File: config.mk
export PLATFORM = sky130hd
export DESIGN_NAME = ballot_controller_flat
export DESIGN_NICKNAME = d
export VERILOG_FILES = /design/src/rtl/ballot_pkg.sv /design/src/rtl/ballot_controller_if.sv /design/src/rtl/ballot_controller_button_debounce.sv /design/src/rtl/ballot_controller.sv /design/src/flat_wrapper.sv
export SDC_FILE = /design/constraint.sdc
export NUM_CORES = 1
export LEC_CHECK = 0
export CORE_ASPECT_RATIO = 0.8
export CORE_MARGIN = 4
export CORE_UTILIZATION = 50
export DETAILED_ROUTE_END_ITERATION = 8
export GPL_ROUTABILITY_DRIVEN = 0
export GPL_TIMING_DRIVEN = 0
export MAX_ROUTING_LAYER = met4
export PLACE_DENSITY_LB_ADDON = 0.08
export SLEW_MARGIN = 20
export SYNTH_ARGS = -nofsm -noshare
export SYNTH_HDL_FRONTEND = slang
export SYNTH_SLANG_ARGS = --single-unit
File: constraint.sdc
create_clock -name clock -period 4.7 [get_ports clock]
set_input_delay 0.94 -clock clock [delete_from_list [all_inputs] [get_ports clock]]
set_output_delay 0.94 -clock clock [all_outputs]
set_load 0.03 [all_outputs]
File: src/rtl/ballot_pkg.sv
// Shared types and sizing for the ballot controller and its button front end.
package ballot_pkg;

  localparam int unsigned NUM_CANDIDATES = 4;
  localparam int unsigned CAST_WIDTH     = 8;

  typedef enum logic [1:0] {
    StIdle,
    StArmed,
    StCast,
    StLockout
  } ballot_state_e;

endpackage

File: src/rtl/ballot_controller_if.sv
// Voting-booth signal bundle: officer/voter inputs and vote/status outputs.
interface ballot_controller_if;

  logic                                 mode;
  logic [ballot_pkg::NUM_CANDIDATES-1:0] button;
  logic                                 ballot_enable;
  logic [ballot_pkg::NUM_CANDIDATES-1:0] candidate_valid_vote;
  logic                                 ballot_ready;
  logic                                 ballot_expired;
  logic [ballot_pkg::CAST_WIDTH-1:0]     ballots_cast;

  modport master (
    output mode, button, ballot_enable,
    input  candidate_valid_vote, ballot_ready, ballot_expired, ballots_cast
  );

  modport slave (
    input  mode, button, ballot_enable,
    output candidate_valid_vote, ballot_ready, ballot_expired, ballots_cast
  );

endinterface

File: src/rtl/ballot_controller_button_debounce.sv
// One candidate button: 2-flop synchronizer, stability filter and rising-edge press pulse.
module button_debounce #(
  parameter int unsigned DEBOUNCE_CYCLES = 16
) (
  input  logic clock,
  input  logic reset,
  input  logic button_i,
  output logic level_o,
  output logic press_o
);

  localparam int unsigned CntW = $clog2(DEBOUNCE_CYCLES + 1);

  logic            sync1_q, sync2_q;
  logic            level_q, level_d;
  logic            press_q, press_d;
  logic [CntW-1:0] cnt_q, cnt_d;

  // Counter tracks consecutive samples that disagree with the filtered level.
  always_comb begin
    cnt_d   = '0;
    level_d = level_q;
    press_d = 1'b0;
    if (sync2_q != level_q) begin
      if (cnt_q == CntW'(DEBOUNCE_CYCLES - 1)) begin
        level_d = sync2_q;
        press_d = sync2_q;
      end else begin
        cnt_d = cnt_q + CntW'(1);
      end
    end
  end

  always_ff @(posedge clock) begin
    if (reset) begin
      sync1_q <= 1'b0;
      sync2_q <= 1'b0;
      level_q <= 1'b0;
      press_q <= 1'b0;
      cnt_q   <= '0;
    end else begin
      sync1_q <= button_i;
      sync2_q <= sync1_q;
      level_q <= level_d;
      press_q <= press_d;
      cnt_q   <= cnt_d;
    end
  end

  assign level_o = level_q;
  assign press_o = press_q;

endmodule

File: src/rtl/ballot_controller.sv
// Ballot controller: issues one ballot per officer enable and records a single debounced vote.
module ballot_controller
  import ballot_pkg::*;
#(
  parameter int unsigned DEBOUNCE_CYCLES = 16,
  parameter int unsigned TIMEOUT_CYCLES  = 1000000
) (
  input logic                clock,
  input logic                reset,
  ballot_controller_if.slave bus
);

  localparam int unsigned TmrW = $clog2(TIMEOUT_CYCLES + 1);

  logic [NUM_CANDIDATES-1:0] level, press;
  ballot_state_e             state_q, state_d;
  logic [TmrW-1:0]           tmr_q, tmr_d;
  logic [NUM_CANDIDATES-1:0] vote_q, vote_d;
  logic                      expired_q, expired_d;
  logic [CAST_WIDTH-1:0]     cast_q, cast_d;

  for (genvar i = 0; i < NUM_CANDIDATES; i++) begin : g_btn
    button_debounce #(
      .DEBOUNCE_CYCLES(DEBOUNCE_CYCLES)
    ) u_debounce (
      .clock   (clock),
      .reset   (reset),
      .button_i(bus.button[i]),
      .level_o (level[i]),
      .press_o (press[i])
    );
  end

  always_comb begin
    state_d   = state_q;
    tmr_d     = tmr_q;
    vote_d    = '0;
    expired_d = 1'b0;
    cast_d    = cast_q;
    unique case (state_q)
      StIdle: begin
        if (bus.ballot_enable && !bus.mode) begin
          state_d = StArmed;
          tmr_d   = '0;
        end
      end
      // Priority: result mode cancels, then a single press votes, then timeout.
      StArmed: begin
        if (bus.mode) begin
          state_d = StIdle;
        end else if ($countones(press) == 1) begin
          state_d = StCast;
          vote_d  = press;
          cast_d  = cast_q + CAST_WIDTH'(1);
        end else if (tmr_q == TmrW'(TIMEOUT_CYCLES - 1)) begin
          state_d   = StIdle;
          expired_d = 1'b1;
        end else begin
          tmr_d = tmr_q + TmrW'(1);
        end
      end
      StCast:    state_d = StLockout;
      StLockout: if (level == '0) state_d = StIdle;
      default:   state_d = StIdle;
    endcase
  end

  always_ff @(posedge clock) begin
    if (reset) begin
      state_q   <= StIdle;
      tmr_q     <= '0;
      vote_q    <= '0;
      expired_q <= 1'b0;
      cast_q    <= '0;
    end else begin
      state_q   <= state_d;
      tmr_q     <= tmr_d;
      vote_q    <= vote_d;
      expired_q <= expired_d;
      cast_q    <= cast_d;
    end
  end

  assign bus.candidate_valid_vote = vote_q;
  assign bus.ballot_ready         = (state_q == StArmed);
  assign bus.ballot_expired       = expired_q;
  assign bus.ballots_cast         = cast_q;

endmodule

File: src/flat_wrapper.sv
// flat-port wrapper written by rule: the top's interface ports become plain ports
module ballot_controller_flat import ballot_pkg::*;
#(
  parameter int unsigned DEBOUNCE_CYCLES = 16,
  parameter int unsigned TIMEOUT_CYCLES  = 1000000
)
  (clock, reset, bus_mode, bus_button, bus_ballot_enable, bus_candidate_valid_vote, bus_ballot_ready, bus_ballot_expired, bus_ballots_cast);
  ballot_controller_if bus_i ();
  input logic clock;
  input logic reset;
  input wire logic [$bits(bus_i.mode)-1:0] bus_mode;
  input wire logic [$bits(bus_i.button)-1:0] bus_button;
  input wire logic [$bits(bus_i.ballot_enable)-1:0] bus_ballot_enable;
  output wire logic [$bits(bus_i.candidate_valid_vote)-1:0] bus_candidate_valid_vote;
  output wire logic [$bits(bus_i.ballot_ready)-1:0] bus_ballot_ready;
  output wire logic [$bits(bus_i.ballot_expired)-1:0] bus_ballot_expired;
  output wire logic [$bits(bus_i.ballots_cast)-1:0] bus_ballots_cast;
  assign bus_i.mode = bus_mode;
  assign bus_i.button = bus_button;
  assign bus_i.ballot_enable = bus_ballot_enable;
  assign bus_candidate_valid_vote = bus_i.candidate_valid_vote;
  assign bus_ballot_ready = bus_i.ballot_ready;
  assign bus_ballot_expired = bus_i.ballot_expired;
  assign bus_ballots_cast = bus_i.ballots_cast;
  ballot_controller #(.DEBOUNCE_CYCLES(DEBOUNCE_CYCLES), .TIMEOUT_CYCLES(TIMEOUT_CYCLES)) u_core (.clock(clock), .reset(reset), .bus(bus_i));
endmodule
# Word-level counts from Yosys, hierarchy flattened
# Index checks and enable logic that the tools add are counted.
[op_classes]
n_mux = 12
n_eq_ne = 19
addsub = 9
n_bitwise = 11
n_reduce_logical = 22
[op_table]
columns = ["cell", "count"]
rows = [
  ["20-bit two-way mux", 4],
  ["20-bit case mux with 2 select lines", 1],
  ["32-bit adder", 1],
  ["32-bit by 2-bit equality test with 1-bit output (second input constant)", 1],
  ["3-bit OR reduction", 8],
  ["20-bit by 1-bit adder with 20-bit output (second input constant)", 1],
  ["5-bit by 1-bit adder with 5-bit output (second input constant)", 4],
  ["20-bit equality test (second input constant)", 1],
  ["5-bit by 4-bit equality test with 1-bit output (second input constant)", 4],
  ["1-bit inverter", 11],
  ["2-bit two-way mux", 5],
  ["8-bit by 1-bit adder with 8-bit output (second input constant)", 1],
  ["2-bit case mux with 4 select lines", 1],
  ["2-bit AND reduction", 4],
  ["4-bit OR reduction", 2],
  ["2-bit != test (second input constant)", 3],
  ["3-bit AND reduction", 2],
  ["5-bit AND reduction", 1],
  ["1-bit by 1-bit adder with 2-bit output", 2],
  ["2-bit equality test (second input constant)", 2],
  ["4-bit logical NOT", 1],
  ["1-bit != test", 4],
  ["2-bit by 1-bit != test with 1-bit output (second input constant)", 2],
  ["4-bit by 2-bit != test with 1-bit output (second input constant)", 1],
  ["6 further kinds", 6],
]
[totals]
word_cells = 98
register_bits = 71
output_inout_bits = 14

# Logic depth before layout (Yosys ltp)
[depth]
word_depth = 6
ltp_mapped = 9
ltp_nobuf = 8

# Hierarchy
# A second synthesis with hierarchy kept.
[hier_totals]
hier_cells = 339
hier_area_um2 = 3246.9
[by_module_without_submodules]
columns = ["mod", "seq_area_each_um2", "area_each_um2", "n_inst", "cells_each"]
rows = [
  ["ballot_controller", 700.7, 1970.6, 1, 223],
  ["button_debounce", 180.2, 319.1, 4, 29],
]

# Worst setup path before layout
# No wires, ideal clock.
[synth_path]
path_kind = "flip-flop to flip-flop"
startpoint = "register u_core.g_btn[3].u_debounce.press_q"
endpoint = "register u_core.tmr_q[12]"
path_slack_ns = 2.135
stages_incl_launch_ff = 10
setup_time_ns = 0.068
arrival_ns = 2.497
required_ns = 4.632
synth_period_minus_slack_ns = 2.565
path_cell_list = "dfxtp_1 ha_1 ha_1 fa_1 and4bb_1 nor4_4 o21ai_2 buf_6 or3_1 a21oi_2"
[synth_via]
elab_chain_cells = 5
[synth_rtl]
columns = ["element", "line_no", "text"]
rows = [
  ["from (decl)", "ballot_controller_button_debounce.sv:16", "logic press_q, press_d;"],
  ["from (signal assigned)", "ballot_controller_button_debounce.sv:45", "press_q <= press_d;"],
  ["1-bit by 1-bit adder with 2-bit output (not written as such)", "ballot_controller.sv:51", "end else if ($countones(press) == 1) begin"],
  ["32-bit adder (not written as such)", "ballot_controller.sv:51", ""],
  ["32-bit by 2-bit equality test with 1-bit output", "ballot_controller.sv:51", ""],
  ["2-bit != test (no line)", "n/a", ""],
  ["5-bit AND reduction (no line)", "n/a", ""],
  ["to (signal assigned)", "ballot_controller.sv:77", "tmr_q <= tmr_d;"],
  ["to (decl)", "ballot_controller.sv:17", "logic [TmrW-1:0] tmr_q, tmr_d;"],
]
# No other way between the ends.
# A chain may end at the register's enable or synchronous reset.

# Worst setup path after layout
[layout_path]
startpoint = "input bus_mode"
endpoint = "register u_core.tmr_q[6]"
[layout_via]
elab_chain_cells = 4
word_cells_on_any_way = 5
[layout_rtl]
columns = ["element", "line_no", "text"]
rows = [
  ["from (decl)", "flat_wrapper.sv:11", "input wire logic [$bits(bus_i.mode)-1:0] bus_mode;"],
  ["1-bit logical NOT", "ballot_controller.sv:42", "if (bus.ballot_enable && !bus.mode) begin"],
  ["1-bit logical AND", "ballot_controller.sv:42", ""],
  ["2-bit by 1-bit != test with 1-bit output (no line)", "n/a", ""],
  ["5-bit AND reduction (no line) *", "n/a", ""],
]
# Mark *: on every way between the ends. The rest lies on a longest branch, timed or not.

==> run metrics <==
run status=complete, no violations; min cycle time layout=2830 ps; DRT Pass-1 Iters=4; floorplan die area=7300 um2; global routing usage summed across all routing layers=16.2%; combinational family with the most area after synthesis=simple AND/OR/NAND/NOR gates; Crit path depth=6; mean routed wirelength per cell=12.2 um; switching power of the nets=0.241 mW; type of destination of the critical path=register; largest fanout on the critical path=10; portion of total power attributed to sequential cells=53.0%; slew of the pin with the lowest slew margin=533 ps; most common library cell in the layout ignoring fill and taps=dfxtp_1; wire length reported by the detailed router=5200 um; switching power share of the total=20.9%; EDFF count, synth=0; vias after detailed routing=2164; cell breakdown of the critical path=clkdlybuf4s50_1, nor4b_2, or2_2, clkbuf_1, clkbuf_1, nor2_1; number of setup violations in the final report=0; count of inserted antenna diode cells=0; chip width=94.5 um; total of warnings raised by yosys=0; Sinks on Clock Net=71; buffer count from post-CTS setup fixing=0; later-pin clock latency in the skew report=340 ps; synthesized instance count=313; RSZ-0062 raised after global routing=false; number of violations of the max-capacitance limit=0; power per unit of standard cell area=329 nW/um2; kind of cell adding the most delay to the critical path=buffers and inverters; worst hold path class=register to register; net count of the finished layout=366; depth of the worst register-to-register path=9; leakage=1.26 nW; DRT antenna net count=0; worst clock skew on the final layout=7.24 ps; largest stage delay on the critical path=570 ps; final global-route overflow total=0; starting utilization of the core area=53.3%; clock power share=43.5%; proportion of layout cells with a drive suffix above 1=8.60%; final HPWL from detailed placement=3760 um; type of element launching the critical path=input pin; number of buffers inserted by hold repair at cts=0; post-synthesis sequential element count=71; clock edge transition at the registers on the reported setup and hold paths=70 ps; fmax=353 MHz; number of nets produced by synthesis=335; antenna violations before repair=0; I/O pin count=22; synthesized-area fraction occupied by ao, oa, aoi and oai cells=5.64%; clock tree from TritonCTS=built; number of design-rule violations left by the first detailed-router iteration=86; Seq/Total Area, Yosys=47.5%; syn_area_per_cell=9.57 um2; Comb pwr share=3.5%; CP required=4910 ps; area added between synthesis and finish=16.9%; Synth Area in Simple Gates=28.6%; slowest library cell on the worst path=clkdlybuf4s50_1; final critical-path share of the clock period=60.3%; crit path DAT=3050 ps; via count of the first global-routing pass=1954; top flip-flop cell by instance count after synthesis=dfxtp_1; Total Neg Setup Slack=0 ps; area inside the core boundary=5620 um2; clock root cell=clkbuf_8; worst vdd ir=0.200 mV; largest net degree at the start of global routing=12; synthesized area=3000 um2; top library cells by usage in the layout, fill and taps aside=dfxtp_1 (71), nor2_1 (48), clkdlybuf4s50_1 (20); most used cell along the critical path=clkbuf_1; post-synthesis adder-cell area fraction=6.10%; first-pass GRT wire length=9080 um; share of synthesized area spent on multiplexers=1.34%; parity-gate share of the synthesized area counting xor and xnor cells=8.19%; chip height=77.2 um; average via count per standard cell=5.07; Filler Cells Inserted=491; DRC=0; H-tree lvl count=3; Post-Route Utilization=62.4%; CTS resizes=0; share of synthesized registers carrying an async set or reset=0%; internal power contribution=0.911 mW; total number of placement rows=24; Max clock buf depth=2; Slew HR=64.0%; buffers added on ports=20; Bufs and invs on worst path=3; Slew Limit Fails=0; Unique masters post-synth=43; Setup Crit Path Kind=input pin to register; Inserted Clock Buffers=9; worst hold path depth=1; Final Hold Viols=0
-- area by class of cell --
class | count | area [um2] | area share (%)
inverter | 10 | 37.5 | 1.07
tap | 78 | 97.6 | 2.79
buffer | 9 | 42.5 | 1.21
clock inverter | 3 | 40.0 | 1.14
multi-input combinational | 223 | 1490 | 42.7
timing repair buffer | 20 | 200 | 5.72
sequential | 71 | 1420 | 40.6
clock buffer | 13 | 169 | 4.82
-- Yosys cell counts, types with 2 or more instances --
cell type | count | area share, %
dfxtp_1 | 71 | 47
nor2_1 | 48 | 6.0
xor2_1 | 16 | 4.7
nand3_1 | 14 | 2.3
ha_1 | 13 | 5.4
nand2_1 | 13 | 1.6
nor2b_1 | 12 | 2.5
xnor2_1 | 12 | 3.5
inv_1 | 10 | 1.3
or3_1 | 10 | 2.1
nand4_1 | 9 | 1.9
and2_1 | 8 | 1.7
and3_1 | 8 | 1.7
clkbuf_1 | 6 | 0.75
or4_1 | 6 | 1.5
a21oi_1 | 5 | 0.84
o21ai_1 | 5 | 0.84
a21oi_2 | 4 | 1.2
mux2i_1 | 4 | 1.3
nor3_1 | 4 | 0.67
nor4bb_1 | 4 | 1.3
o211ai_1 | 3 | 0.75
a32o_1 | 2 | 0.67
and4_1 | 2 | 0.58
nor4_1 | 2 | 0.42
nor4b_1 | 2 | 0.58
o31ai_1 | 2 | 0.50
or2_2 | 2 | 0.42
or3b_2 | 2 | 0.58
-- logic make-up after synthesis --
kind of cell / Yosys count
AOI/OAI and AO/OA: 24
xor gates and xnor gates: 28
adders and majority gates: 14
buffers and inverters: 19
DFF: 71
muxes: 4
and+or+nand+nor: 153
-- power groups by stage --
stage               Clock (mW)  Combinational, mW  Sequential (mW)
finish                   0.501             0.0402            0.610
global route             0.539             0.0449            0.611
CTS                      0.515             0.0408            0.610
detailed placement           0             0.0407            0.624
global placement             0             0.0405            0.624
floorplan                    0             0.0262            0.623
-- state kept, by name, summed over array words and instances (netlist names), named ones only --
signal / cells
u_core.bus.candidate_valid_vote: 4
u_core.bus.ballots_cast: 8
u_core.g_btn.u_debounce.cnt_q: 20
u_core.g_btn.u_debounce.level_o: 4
u_core.tmr_q: 20
u_core.bus.ballot_expired: 1
u_core.g_btn.u_debounce.sync2_q: 4
u_core.state_q: 1
u_core.g_btn.u_debounce.sync1_q: 4
u_core.g_btn.u_debounce.press_o: 4
-- final timing paths --
kind	start	to	slack (ps)
hold / removal	u_core.g_btn[1].u_debounce.sync1_q$_SDFF_PP0_	u_core.g_btn[1].u_debounce.sync2_q$_SDFF_PP0_	440
hold reg to reg	u_core.g_btn[1].u_debounce.sync1_q$_SDFF_PP0_	u_core.g_btn[1].u_debounce.sync2_q$_SDFF_PP0_	440
setup reg to reg	u_core.g_btn[3].u_debounce.press_o$_SDFF_PP0_	u_core.tmr_q[12]$_SDFFE_PP0P_	1870
setup / recovery	bus_mode	u_core.tmr_q[6]$_SDFFE_PP0P_	1870
-- per-stage QoR --
stage	hold slack [ps]	std cells	instance area, um2	power (mW)	setup WS, ps
final	441	427	3500	1.15	1870
after global routing	467	427	3500	1.19	1680
after CTS	443	427	3500	1.17	1860
after detailed placement	425	411	3290	0.665	1500
after global placement	421	411	3290	0.665	1560
after floorplan	414	313	3000	0.649	2140
-- layer usage --
layer,part of all wire [%],track usage [%],vias up
met3,7.1,5.77,9
li1,-,-,1148
met5,0,-,-
met2,41,22.7,46
met1,50,21.6,961
met4,1.2,5.62,0
No activity file was read; power rests on OpenSTA's default activity.
